<file path="config.mk">
export PLATFORM = sky130hd
export DESIGN_NAME = branch_resolver_flat
export DESIGN_NICKNAME = d
export VERILOG_FILES = /design/src/rtl/cpu_pkg.sv /design/src/rtl/branch_resolver_if.sv /design/src/rtl/bht_2bit.sv /design/src/rtl/branch_resolver.sv /design/src/flat_wrapper.sv
export SDC_FILE = /design/constraint.sdc
export NUM_CORES = 1
export LEC_CHECK = 0
export BUFFER_PORTS_ARGS = -buffer_cell sky130_fd_sc_hd__buf_4
export CORE_MARGIN = 4
export CORE_UTILIZATION = 55
export CTS_CLUSTER_DIAMETER = 120
export DETAILED_ROUTE_END_ITERATION = 10
export GPL_ROUTABILITY_DRIVEN = 0
export PLACE_DENSITY = 0.84
export SLEW_MARGIN = 10
export SYNTH_ARGS = -nofsm -noshare
export SYNTH_HDL_FRONTEND = slang
export SYNTH_SLANG_ARGS = --single-unit
export TNS_END_PERCENT = 1
</file>
<file path="constraint.sdc">
create_clock -name clk -period 3.3 [get_ports clk]
set_clock_uncertainty 0.05 [all_clocks]
set_input_delay 0 -clock clk [delete_from_list [all_inputs] [get_ports clk]]
set_output_delay 0 -clock clk [all_outputs]
set_load 0.02 [all_outputs]
</file>
<file path="src/rtl/cpu_pkg.sv">
// Shared types and constants for the branch resolution path.
package cpu_pkg;

    typedef enum logic [1:0] {
        NORMAL   = 2'd0,
        REDIRECT = 2'd1,
        DRAIN    = 2'd2
    } br_state_e;

    localparam logic [1:0]  CNT_WNT   = 2'b01;
    localparam logic [31:0] PC_STEP_C = 32'd2;
    localparam logic [31:0] PC_STEP_I = 32'd4;

    // Saturating 2-bit counter step: never wraps past 3 or below 0.
    function automatic logic [1:0] sat_update(input logic [1:0] cnt, input logic taken);
        logic [1:0] res;
        res = cnt;
        if (taken && cnt != 2'b11) begin
            res = cnt + 2'b01;
        end else if (!taken && cnt != 2'b00) begin
            res = cnt - 2'b01;
        end
        return res;
    endfunction

endpackage

</file>
<file path="src/rtl/branch_resolver_if.sv">
// IF-hint, EX-resolution and redirect signals bundled between pipeline and resolver.
interface branch_resolver_if;
    logic [31:0] if_pc;
    logic        if_is_branch;
    logic        if_is_jal;
    logic        predict_taken;
    logic        ex_valid;
    logic        ex_is_branch;
    logic        ex_is_jal;
    logic        ex_is_compress;
    logic [31:0] ex_pc;
    logic [31:0] ex_target;
    logic        ex_taken;
    logic        ex_pred_taken;
    logic        redirect;
    logic [31:0] redirect_pc;
    logic        flush;
    logic [31:0] branch_count;
    logic [31:0] mispredict_count;

    modport master (
        output if_pc, if_is_branch, if_is_jal,
        output ex_valid, ex_is_branch, ex_is_jal, ex_is_compress,
        output ex_pc, ex_target, ex_taken, ex_pred_taken,
        input  predict_taken, redirect, redirect_pc, flush,
        input  branch_count, mispredict_count
    );

    modport slave (
        input  if_pc, if_is_branch, if_is_jal,
        input  ex_valid, ex_is_branch, ex_is_jal, ex_is_compress,
        input  ex_pc, ex_target, ex_taken, ex_pred_taken,
        output predict_taken, redirect, redirect_pc, flush,
        output branch_count, mispredict_count
    );
endinterface

</file>
<file path="src/rtl/bht_2bit.sv">
// Table of 2-bit saturating direction counters: async read, sync update, parallel reset.
module bht_2bit
    import cpu_pkg::*;
#(
    parameter int BHT_ENTRIES = 16,
    localparam int IDX_W = $clog2(BHT_ENTRIES)
) (
    input  logic             clk,
    input  logic             rst,
    input  logic [IDX_W-1:0] rd_idx_i,
    output logic [1:0]       rd_cnt_o,
    input  logic             upd_en_i,
    input  logic [IDX_W-1:0] upd_idx_i,
    input  logic             upd_taken_i
);

    logic [1:0] cnt_q [BHT_ENTRIES];
    logic [1:0] cnt_d [BHT_ENTRIES];

    generate
        for (genvar gi = 0; gi < BHT_ENTRIES; gi++) begin : g_entry
            assign cnt_d[gi] = (upd_en_i && upd_idx_i == IDX_W'(gi))
                             ? sat_update(cnt_q[gi], upd_taken_i)
                             : cnt_q[gi];
        end
    endgenerate

    always_ff @(posedge clk) begin
        if (rst) begin
            for (int i = 0; i < BHT_ENTRIES; i++) begin
                cnt_q[i] <= CNT_WNT;
            end
        end else begin
            cnt_q <= cnt_d;
        end
    end

    // No bypass: a same-cycle update is not seen by the read.
    assign rd_cnt_o = cnt_q[rd_idx_i];

endmodule

</file>
<file path="src/rtl/branch_resolver.sv">
// Resolves EX-stage branches/jumps against the IF prediction and drives redirect/flush.
module branch_resolver
    import cpu_pkg::*;
#(
    parameter int BHT_ENTRIES = 16
) (
    input  logic               clk,
    input  logic               rst,
    branch_resolver_if.slave   bus
);

    localparam int IDX_W = $clog2(BHT_ENTRIES);

    br_state_e   state_q;
    logic        redirect_q;
    logic        flush_q;
    logic [31:0] redirect_pc_q;
    logic [31:0] branch_count_q;
    logic [31:0] mispredict_count_q;

    logic        resolve;
    logic        br_resolve;
    logic        jal_resolve;
    logic        actual_taken;
    logic        mispredict;
    logic [31:0] correct_pc_d;
    logic [1:0]  if_cnt;
    logic        unused_if_pc;

    bht_2bit #(.BHT_ENTRIES(BHT_ENTRIES)) u_bht (
        .clk         (clk),
        .rst         (rst),
        .rd_idx_i    (bus.if_pc[IDX_W:1]),
        .rd_cnt_o    (if_cnt),
        .upd_en_i    (br_resolve),
        .upd_idx_i   (bus.ex_pc[IDX_W:1]),
        .upd_taken_i (bus.ex_taken)
    );

    assign unused_if_pc = ^{bus.if_pc[31:IDX_W+1], bus.if_pc[0]};

    assign bus.predict_taken = bus.if_is_jal | (bus.if_is_branch & if_cnt[1]);

    // Jump takes priority if both type flags are set; jumps are always taken.
    assign resolve      = bus.ex_valid && (state_q == NORMAL);
    assign jal_resolve  = resolve && bus.ex_is_jal;
    assign br_resolve   = resolve && bus.ex_is_branch && !bus.ex_is_jal;
    assign actual_taken = bus.ex_is_jal | bus.ex_taken;
    assign mispredict   = (br_resolve || jal_resolve) && (actual_taken != bus.ex_pred_taken);
    assign correct_pc_d = actual_taken ? bus.ex_target
                        : bus.ex_pc + (bus.ex_is_compress ? PC_STEP_C : PC_STEP_I);

    always_ff @(posedge clk) begin
        if (rst) begin
            state_q            <= NORMAL;
            redirect_q         <= 1'b0;
            flush_q            <= 1'b0;
            redirect_pc_q      <= 32'd0;
            branch_count_q     <= 32'd0;
            mispredict_count_q <= 32'd0;
        end else begin
            case (state_q)
                NORMAL: begin
                    if (br_resolve) begin
                        branch_count_q <= branch_count_q + 32'd1;
                        if (mispredict) begin
                            mispredict_count_q <= mispredict_count_q + 32'd1;
                        end
                    end
                    if (mispredict) begin
                        state_q       <= REDIRECT;
                        redirect_q    <= 1'b1;
                        flush_q       <= 1'b1;
                        redirect_pc_q <= correct_pc_d;
                    end
                end
                REDIRECT: begin
                    state_q    <= DRAIN;
                    redirect_q <= 1'b0;
                    flush_q    <= 1'b1;
                end
                DRAIN: begin
                    state_q <= NORMAL;
                    flush_q <= 1'b0;
                end
                default: begin
                    state_q    <= NORMAL;
                    redirect_q <= 1'b0;
                    flush_q    <= 1'b0;
                end
            endcase
        end
    end

    assign bus.redirect         = redirect_q;
    assign bus.flush            = flush_q;
    assign bus.redirect_pc      = redirect_pc_q;
    assign bus.branch_count     = branch_count_q;
    assign bus.mispredict_count = mispredict_count_q;

endmodule

</file>
<file path="src/flat_wrapper.sv">
// flat-port wrapper written by rule: the top's interface ports become plain ports
module branch_resolver_flat import cpu_pkg::*;
#(
    parameter int BHT_ENTRIES = 16
)
  (clk, rst, bus_if_pc, bus_if_is_branch, bus_if_is_jal, bus_ex_valid, bus_ex_is_branch, bus_ex_is_jal, bus_ex_is_compress, bus_ex_pc, bus_ex_target, bus_ex_taken, bus_ex_pred_taken, bus_predict_taken, bus_redirect, bus_redirect_pc, bus_flush, bus_branch_count, bus_mispredict_count);
  branch_resolver_if bus_i ();
  input  logic clk;
  input  logic rst;
  input wire logic [$bits(bus_i.if_pc)-1:0] bus_if_pc;
  input wire logic [$bits(bus_i.if_is_branch)-1:0] bus_if_is_branch;
  input wire logic [$bits(bus_i.if_is_jal)-1:0] bus_if_is_jal;
  input wire logic [$bits(bus_i.ex_valid)-1:0] bus_ex_valid;
  input wire logic [$bits(bus_i.ex_is_branch)-1:0] bus_ex_is_branch;
  input wire logic [$bits(bus_i.ex_is_jal)-1:0] bus_ex_is_jal;
  input wire logic [$bits(bus_i.ex_is_compress)-1:0] bus_ex_is_compress;
  input wire logic [$bits(bus_i.ex_pc)-1:0] bus_ex_pc;
  input wire logic [$bits(bus_i.ex_target)-1:0] bus_ex_target;
  input wire logic [$bits(bus_i.ex_taken)-1:0] bus_ex_taken;
  input wire logic [$bits(bus_i.ex_pred_taken)-1:0] bus_ex_pred_taken;
  output wire logic [$bits(bus_i.predict_taken)-1:0] bus_predict_taken;
  output wire logic [$bits(bus_i.redirect)-1:0] bus_redirect;
  output wire logic [$bits(bus_i.redirect_pc)-1:0] bus_redirect_pc;
  output wire logic [$bits(bus_i.flush)-1:0] bus_flush;
  output wire logic [$bits(bus_i.branch_count)-1:0] bus_branch_count;
  output wire logic [$bits(bus_i.mispredict_count)-1:0] bus_mispredict_count;
  assign bus_i.if_pc = bus_if_pc;
  assign bus_i.if_is_branch = bus_if_is_branch;
  assign bus_i.if_is_jal = bus_if_is_jal;
  assign bus_i.ex_valid = bus_ex_valid;
  assign bus_i.ex_is_branch = bus_ex_is_branch;
  assign bus_i.ex_is_jal = bus_ex_is_jal;
  assign bus_i.ex_is_compress = bus_ex_is_compress;
  assign bus_i.ex_pc = bus_ex_pc;
  assign bus_i.ex_target = bus_ex_target;
  assign bus_i.ex_taken = bus_ex_taken;
  assign bus_i.ex_pred_taken = bus_ex_pred_taken;
  assign bus_predict_taken = bus_i.predict_taken;
  assign bus_redirect = bus_i.redirect;
  assign bus_redirect_pc = bus_i.redirect_pc;
  assign bus_flush = bus_i.flush;
  assign bus_branch_count = bus_i.branch_count;
  assign bus_mispredict_count = bus_i.mispredict_count;
  branch_resolver #(.BHT_ENTRIES(BHT_ENTRIES)) u_core (.clk(clk), .rst(rst), .bus(bus_i));
endmodule
</file>
==> results by group, run 1 <==
Outcome
  – Status: finished, final reports clean

Place
  – DP Wirelength: 14000 um
  – Placement Setup Slack: 1.03 ns
  – Dpl cells: 1168
  – Port buffer count: 176

Floorplan
  – Ports: 205
  – Die Wd: 122 um
  – FP Rows: 41
  – Core Area: 12700 sq um
  – Initial Util: 56.5%
  – DIE HEIGHT: 122 um
  – Die area: 15000 sq um

Clocking
  – Root buf cell: clkbuf_16
  – CTS clk-pin slew, worst paths: 0.06 ns
  – Clk Latency, worst-skew pair: 0.41 ns
  – Clock sink total: 132
  – TritonCTS clock tree: yes
  – Htree depth: 4
  – Max clock buf depth: 2
  – Setup Fix Bufs, Post-CTS: 0
  – CTS Buf Count: 17

Synth
  – Syn Nets: 972
  – Async SR Flop Fraction: 0%
  – Mapped Cells: 861
  – Synth warn: 0
  – Syn_area_per_cell: 8.35 sq um
  – Post-Syn Area: 7190 sq um
  – Synth area leader: dfxtp_1
  – Area fraction of the dominant cell type after synthesis: 36.8%
  – Yosys reg bits: 132
  – Post-synthesis sequential area ratio: 36.8%
  – Synth cell count leaders: dfxtp_1 (132), nor2_1 (91), nand2_1 (71)
  – Number of flops mapped to enable cells by yosys: 0
  – Main area contributors after synthesis: dfxtp_1 (37%), xor2_1 (5.4%), nor2_1 (4.8%)
  – Top_reg_cell synth: dfxtp_1
  – Yosys cell types: 79
  – Top-count cell post-synth: dfxtp_1

Global routing
  – Vias in the first global route: 7357
  – All-Layer GR Usage: 29.8%
  – Grt ovf: 0
  – Antenna violations before repair: 0
  – First-pass GRT wire length: 36100 um
  – Largest net degree at the start of global routing: 98

Timing
  – Actual slew at the worst max-slew pin: 1.18 ns
  – Max_slew headroom: 21.2%
  – Tmin final: 3.13 ns
  – Slew Limit Fails: 0
  – RSZ-0062 raised after global routing: false
  – Setup_tns: 0 ns
  – Final worst-path setup slack: 0.167 ns
  – Fin. Hold Viols: 0
  – Final worst-path cycle share: 94.9%
  – Final setup violation count: 0
  – Fmax: 0.319 GHz

Detailed routing
  – Final wirelength: 22000 um
  – Residual DRC: 0
  – DR vias/cell: 6.11
  – Initial drt markers: 841
  – Drt first pass iters: 8
  – Routed Antenna Nets: 0
  – DR WL/cell: 17.6 um
  – Routed via count: 7664

Setup path
  – Critical path buffer and inverter count: 5
  – Cells along the critical path: buf_4, ha_1, inv_1, fa_1, nand4b_1, buf_4, nor3_1, nand4_1, xor2_1, dlygate4sd3_1, o22ai_1, dlygate4sd3_1
  – CP max stage cell: dlygate4sd3_1
  – Critical path's largest stage delay: 0.62 ns
  – Worst-path maximum fanout: 8
  – Setup CP Type: in2reg
  – Delay-heaviest family, CP: buffers and inverters
  – Arrival time worst endpoint: 3.38 ns
  – Critical path launch point type: primary input
  – Endpoint class of the critical path: flop
  – CP Data Required Time: 3.55 ns

Power and ir drop
  – Sw Share: 24.5%
  – Pint: 3.16 mW
  – Sw Pwr: 1.02 mW
  – Comb pwr share: 12.9%
  – Static leakage: 4.05 nW
  – Sequential share of power: 40.6%
  – Peak supply drop: 0.340 mV
  – Clk pwr share: 46.5%
  – PwrDens: 431 nW/um^2

Finish
  – Cell Count, Final, Fillers Out: 1255
  – Layout area overhead: 35.2%
  – Fillers: 882
  – Share of cells above drive strength 1: 22.4%
  – Layout net count: 1182
  – Diode count: 0

Job
  – Max-cap viol count: 0

Min path
  – Hold Path Class: in2reg
path summary, 6_finish.rpt:
path,cells after the start,start,end,slack (ns)
max reg2reg,6,u_core.state_q[0],u_core.bus.redirect_pc[17],0.42
min,5,bus_ex_is_compress,u_core.bus.redirect_pc[2],0.03
min reg2reg,2,u_core.bus.redirect_pc[2],u_core.bus.redirect_pc[2],0.42
max,12,bus_ex_pc[1],u_core.bus.redirect_pc[19],0.17
worst min-delay path: cells and delay by family:
kind                     cells  cell delay (ns)
buffers and inverters        1             0.10
AO/OA/AOI/OAI                2             0.15
adder cells (fa/ha/maj)      1             0.15
AND/OR/NAND/NOR              1             0.05
state kept, by name, summed over array words and instances, names as in the netlist:
signal	cells
u_core.bus.redirect	1
u_core.bus.branch_count	32
u_core.bus.flush	1
u_core.bus.redirect_pc	32
u_core.state_q	2
u_core.bus.mispredict_count	32
u_core.u_bht.cnt_q	32
cells by family (layout without fill, tap and decap cells):
family          after synthesis  in the layout  share of synthesized area (%)
flops                       132            132                           36.8
buf+inv                      76            298                           4.70
simple gates                361            361                           26.8
xor+xnor                     78             78                           9.50
fa+ha+maj                     5              5                          0.975
mux                          23             23                           3.92
compound gates              186            186                           17.4
per-stage QoR:
stage	cell area [sq um]	power, mW	utilization [%]	hold slack [ns]
global placement	8550	2.18	67.2	0.198
detailed placement	8550	2.19	67.2	0.193
global route	9720	4.34	76.4	0.0325
floorplan	7190	2.00	-	0.103
CTS	9720	4.18	76.4	0.00474
finish	9720	4.19	76.4	0.0279
final cells by class:
cell class / count / area (sq um) / area share [%]
multi-input combinational: 653 / 4210 / 43.3
sequential: 132 / 2640 / 27.2
timing repair buffer: 240 / 1940 / 20.0
clock buffer: 23 / 488 / 5.02
tap: 172 / 215 / 2.21
clock inverter: 8 / 124 / 1.27
inverter: 27 / 101 / 1.04
timing repair:
action / in CTS / in global routing
hold endpoints to repair: 32 / 0
gates resized for setup: 0 / 0
hold buffers: 56 / 0
power by group through the flow:
| stage | clock, mW | combinational [mW] | sequential [mW] |
|---|---|---|---|
| after floorplan | 0 | 0.247 | 1.75 |
| after global placement | 0 | 0.457 | 1.73 |
| after detailed placement | 0 | 0.465 | 1.73 |
| after CTS | 1.96 | 0.519 | 1.70 |
| after global routing | 2.06 | 0.579 | 1.71 |
| final | 1.95 | 0.539 | 1.70 |
layout by cell type (no fill, tap or decap), types with 12 or more instances in the layout:
master / instances
dlygate4sd3_1: 56
nor4_1: 18
and3_1: 15
inv_1: 27
mux2i_1: 18
clkbuf_16: 17
dfxtp_1: 132
a211oi_1: 19
buf_4: 184
o21ai_0: 53
xnor2_1: 34
nor2_1: 91
nand2_1: 71
xor2_1: 44
nand4_1: 31
nand3_1: 46
and4_1: 12
nor3_1: 21
a31oi_1: 13
a21oi_1: 32
per-layer routing:
layer	wire, um	up-vias	GRT usage [%]	share of wire, %
li1	-	3575	-	-
met1	8660	3583	36.2	39
met3	1850	76	6.64	8.4
met5	0	-	0	0
met4	811	0	14.6	3.7
met2	10700	430	50.1	49
(Power assumes the default switching activity.)
==> run 2: changes to the inputs <==
ABC_AREA = 0   (was not set)
CORE_UTILIZATION = 57   (was 55)
PLACE_DENSITY = 0.86   (was 0.84)
SETUP_SLACK_MARGIN = 0.2   (was not set)
==> run 2 against run 1 <==
  * Register-to-register slack worse by 0.21 ns
  * Total power is 2.3% higher
  * Fmax is 1.6% higher
  * Setup slack better by 0.048 ns
==> results by group, run 2 (synthesis results as in run 1) <==
Detailed routing
  – Final wirelength: 22400 um
  – Initial drt markers: 808
  – Routed Antenna Nets: 0
  – Drt first pass iters: 10
  – DR WL/cell: 17.8 um
  – Residual DRC: 0
  – Routed via count: 7706
  – DR vias/cell: 6.13

Clocking
  – Htree depth: 4
  – Clk Latency, worst-skew pair: 0.43 ns
  – TritonCTS clock tree: yes
  – Max clock buf depth: 2
  – Root buf cell: clkbuf_16
  – Clock sink total: 132
  – CTS clk-pin slew, worst paths: 0.06 ns
  – CTS Buf Count: 17

Power and ir drop
  – Sw Pwr: 1.05 mW
  – Static leakage: 4.10 nW
  – Sw Share: 24.5%
  – Clk pwr share: 47.5%
  – Sequential share of power: 39.7%
  – Peak supply drop: 0.375 mV
  – Pint: 3.23 mW
  – PwrDens: 437 nW/um^2
  – Comb pwr share: 12.9%

Global routing
  – All-Layer GR Usage: 30.0%
  – Vias in the first global route: 7144
  – Largest net degree at the start of global routing: 75
  – First-pass GRT wire length: 35200 um
  – Antenna violations before repair: 0
  – Grt ovf: 0

Timing
  – Setup_tns: 0 ns
  – Final worst-path cycle share: 93.5%
  – Actual slew at the worst max-slew pin: 0.918 ns
  – Tmin final: 3.09 ns
  – Max_slew headroom: 38.7%
  – Slew Limit Fails: 0
  – Fmax: 0.324 GHz
  – RSZ-0062 raised after global routing: true
  – Fin. Hold Viols: 0
  – Final setup violation count: 0

Setup path
  – Endpoint class of the critical path: flop
  – Critical path launch point type: flop
  – FF-to-FF Start: u_core.state_q[1]
  – Worst R2R Path Depth: 5
  – Worst-path maximum fanout: 12
  – Worst setup path startpoint: u_core.state_q[1]
  – Arrival time worst endpoint: 3.40 ns
  – CP Data Required Time: 3.61 ns
  – Setup CP Type: reg2reg
  – Setup slack, reg-to-reg: 0.21 ns
  – Reg-to-Reg End: u_core.bus.redirect_pc[13]

Min path
  – Hold Path Class: in2reg
  – Worst hold stages: 4
  – Hold endpoint: u_core.bus.redirect_pc[26]
  – Hold Crit Start: bus_ex_target[26]

Place
  – Port buffer count: 176
  – Area of placed instances: 8540 sq um
  – DP Wirelength: 13900 um

Job
  – Max-cap viol count: 0

Finish
  – Share of cells above drive strength 1: 22.5%
  – Most common cell after layout, fill and taps aside: buf_4
  – Diode count: 0
  – Layout net count: 1187
  – Design area: 9800 sq um
  – Most frequent cells in the layout: buf_4 (183), dfxtp_1 (132), nor2_1 (91), nand2_1 (71), dlygate4sd3_1 (62)
  – Layout area overhead: 36.4%

Floorplan
  – Initial Util: 59.1%
  – Die Wd: 120 um
  – Die area: 14500 sq um
  – Core Area: 12200 sq um
  – Ports: 205
  – DIE HEIGHT: 120 um
  – FP Rows: 40

Outcome
  – Status: finished, final reports clean
run 2: cell count changes in the layout (fill, tap and decap cells not counted), sizes merged:
cell and change:
dlygate4sd3 +6, clkbuf +2, buf -1, clkinvlp -1
run 2: worst max path at each step:
stage / endpoint / depth (start not counted)
2_1_floorplan: u_core.bus.mispredict_count[31] / 5
3_3_place_gp: u_core.bus.redirect_pc[21] / 4
3_5_place_dp: u_core.bus.redirect_pc[8] / 5
4_1_cts: u_core.bus.redirect_pc[12] / 5
5_1_grt: u_core.bus.redirect_pc[13] / 5
6_report: u_core.bus.redirect_pc[13] / 5
run 2: layout make-up:
type / instances / area [sq um]
flip-flops and latches: 132 / 2640
multi-input cells: 653 / 4210
clock inverters: 7 / 116
well taps: 168 / 210
clock buffers: 25 / 526
fillers: 773 / 2360
repair buffers: 245 / 1990
inverters: 27 / 101
run 2: through the flow:
step                      setup slack [ns]  power, mW  utilization, %  cells  hold WS [ns]
after floorplan                       1.38       2.00               -    861         0.103
after global placement               0.960       2.18            70.2   1163         0.193
after detailed placement             0.941       2.20            70.2   1163         0.195
after CTS                            0.387       4.26            80.6   1257       0.00350
after global routing                0.0963       4.41            80.6   1257        0.0191
final                                0.215       4.28            80.6   1257        0.0223
run 2: per-layer routing:
metal | vias to the layer above | GRT usage, % | routed length (um)
met3 | 86 | 8.09 | 1930
met2 | 431 | 50.4 | 10900
met1 | 3618 | 35.4 | 8770
li1 | 3571 | - | -
met5 | - | 0 | 0
met4 | 0 | 14.8 | 832
run 2: critical path, cell delays in order, from the launching register on:
cell           delay, ns
dfxtp_1             0.36
or3b_1              0.56
a211oi_2            0.82
nand3_2             0.34
o21ai_0             0.30
dlygate4sd3_1       0.59
run 2: timing repair:
item	CTS	global route
hold buffers	62	0
setup buffers	0	0
setup endpoints to repair	0	6
hold endpoints to repair	48	0
resized for setup	0	1
run 2: power groups by stage:
stage               clock, mW  combinational [mW]  sequential [mW]
CTS                      2.03               0.530             1.70
detailed placement          0               0.467             1.73
global placement            0               0.456             1.73
global route             2.12               0.585             1.70
finish                   2.03               0.551             1.70
floorplan                   0               0.247             1.75
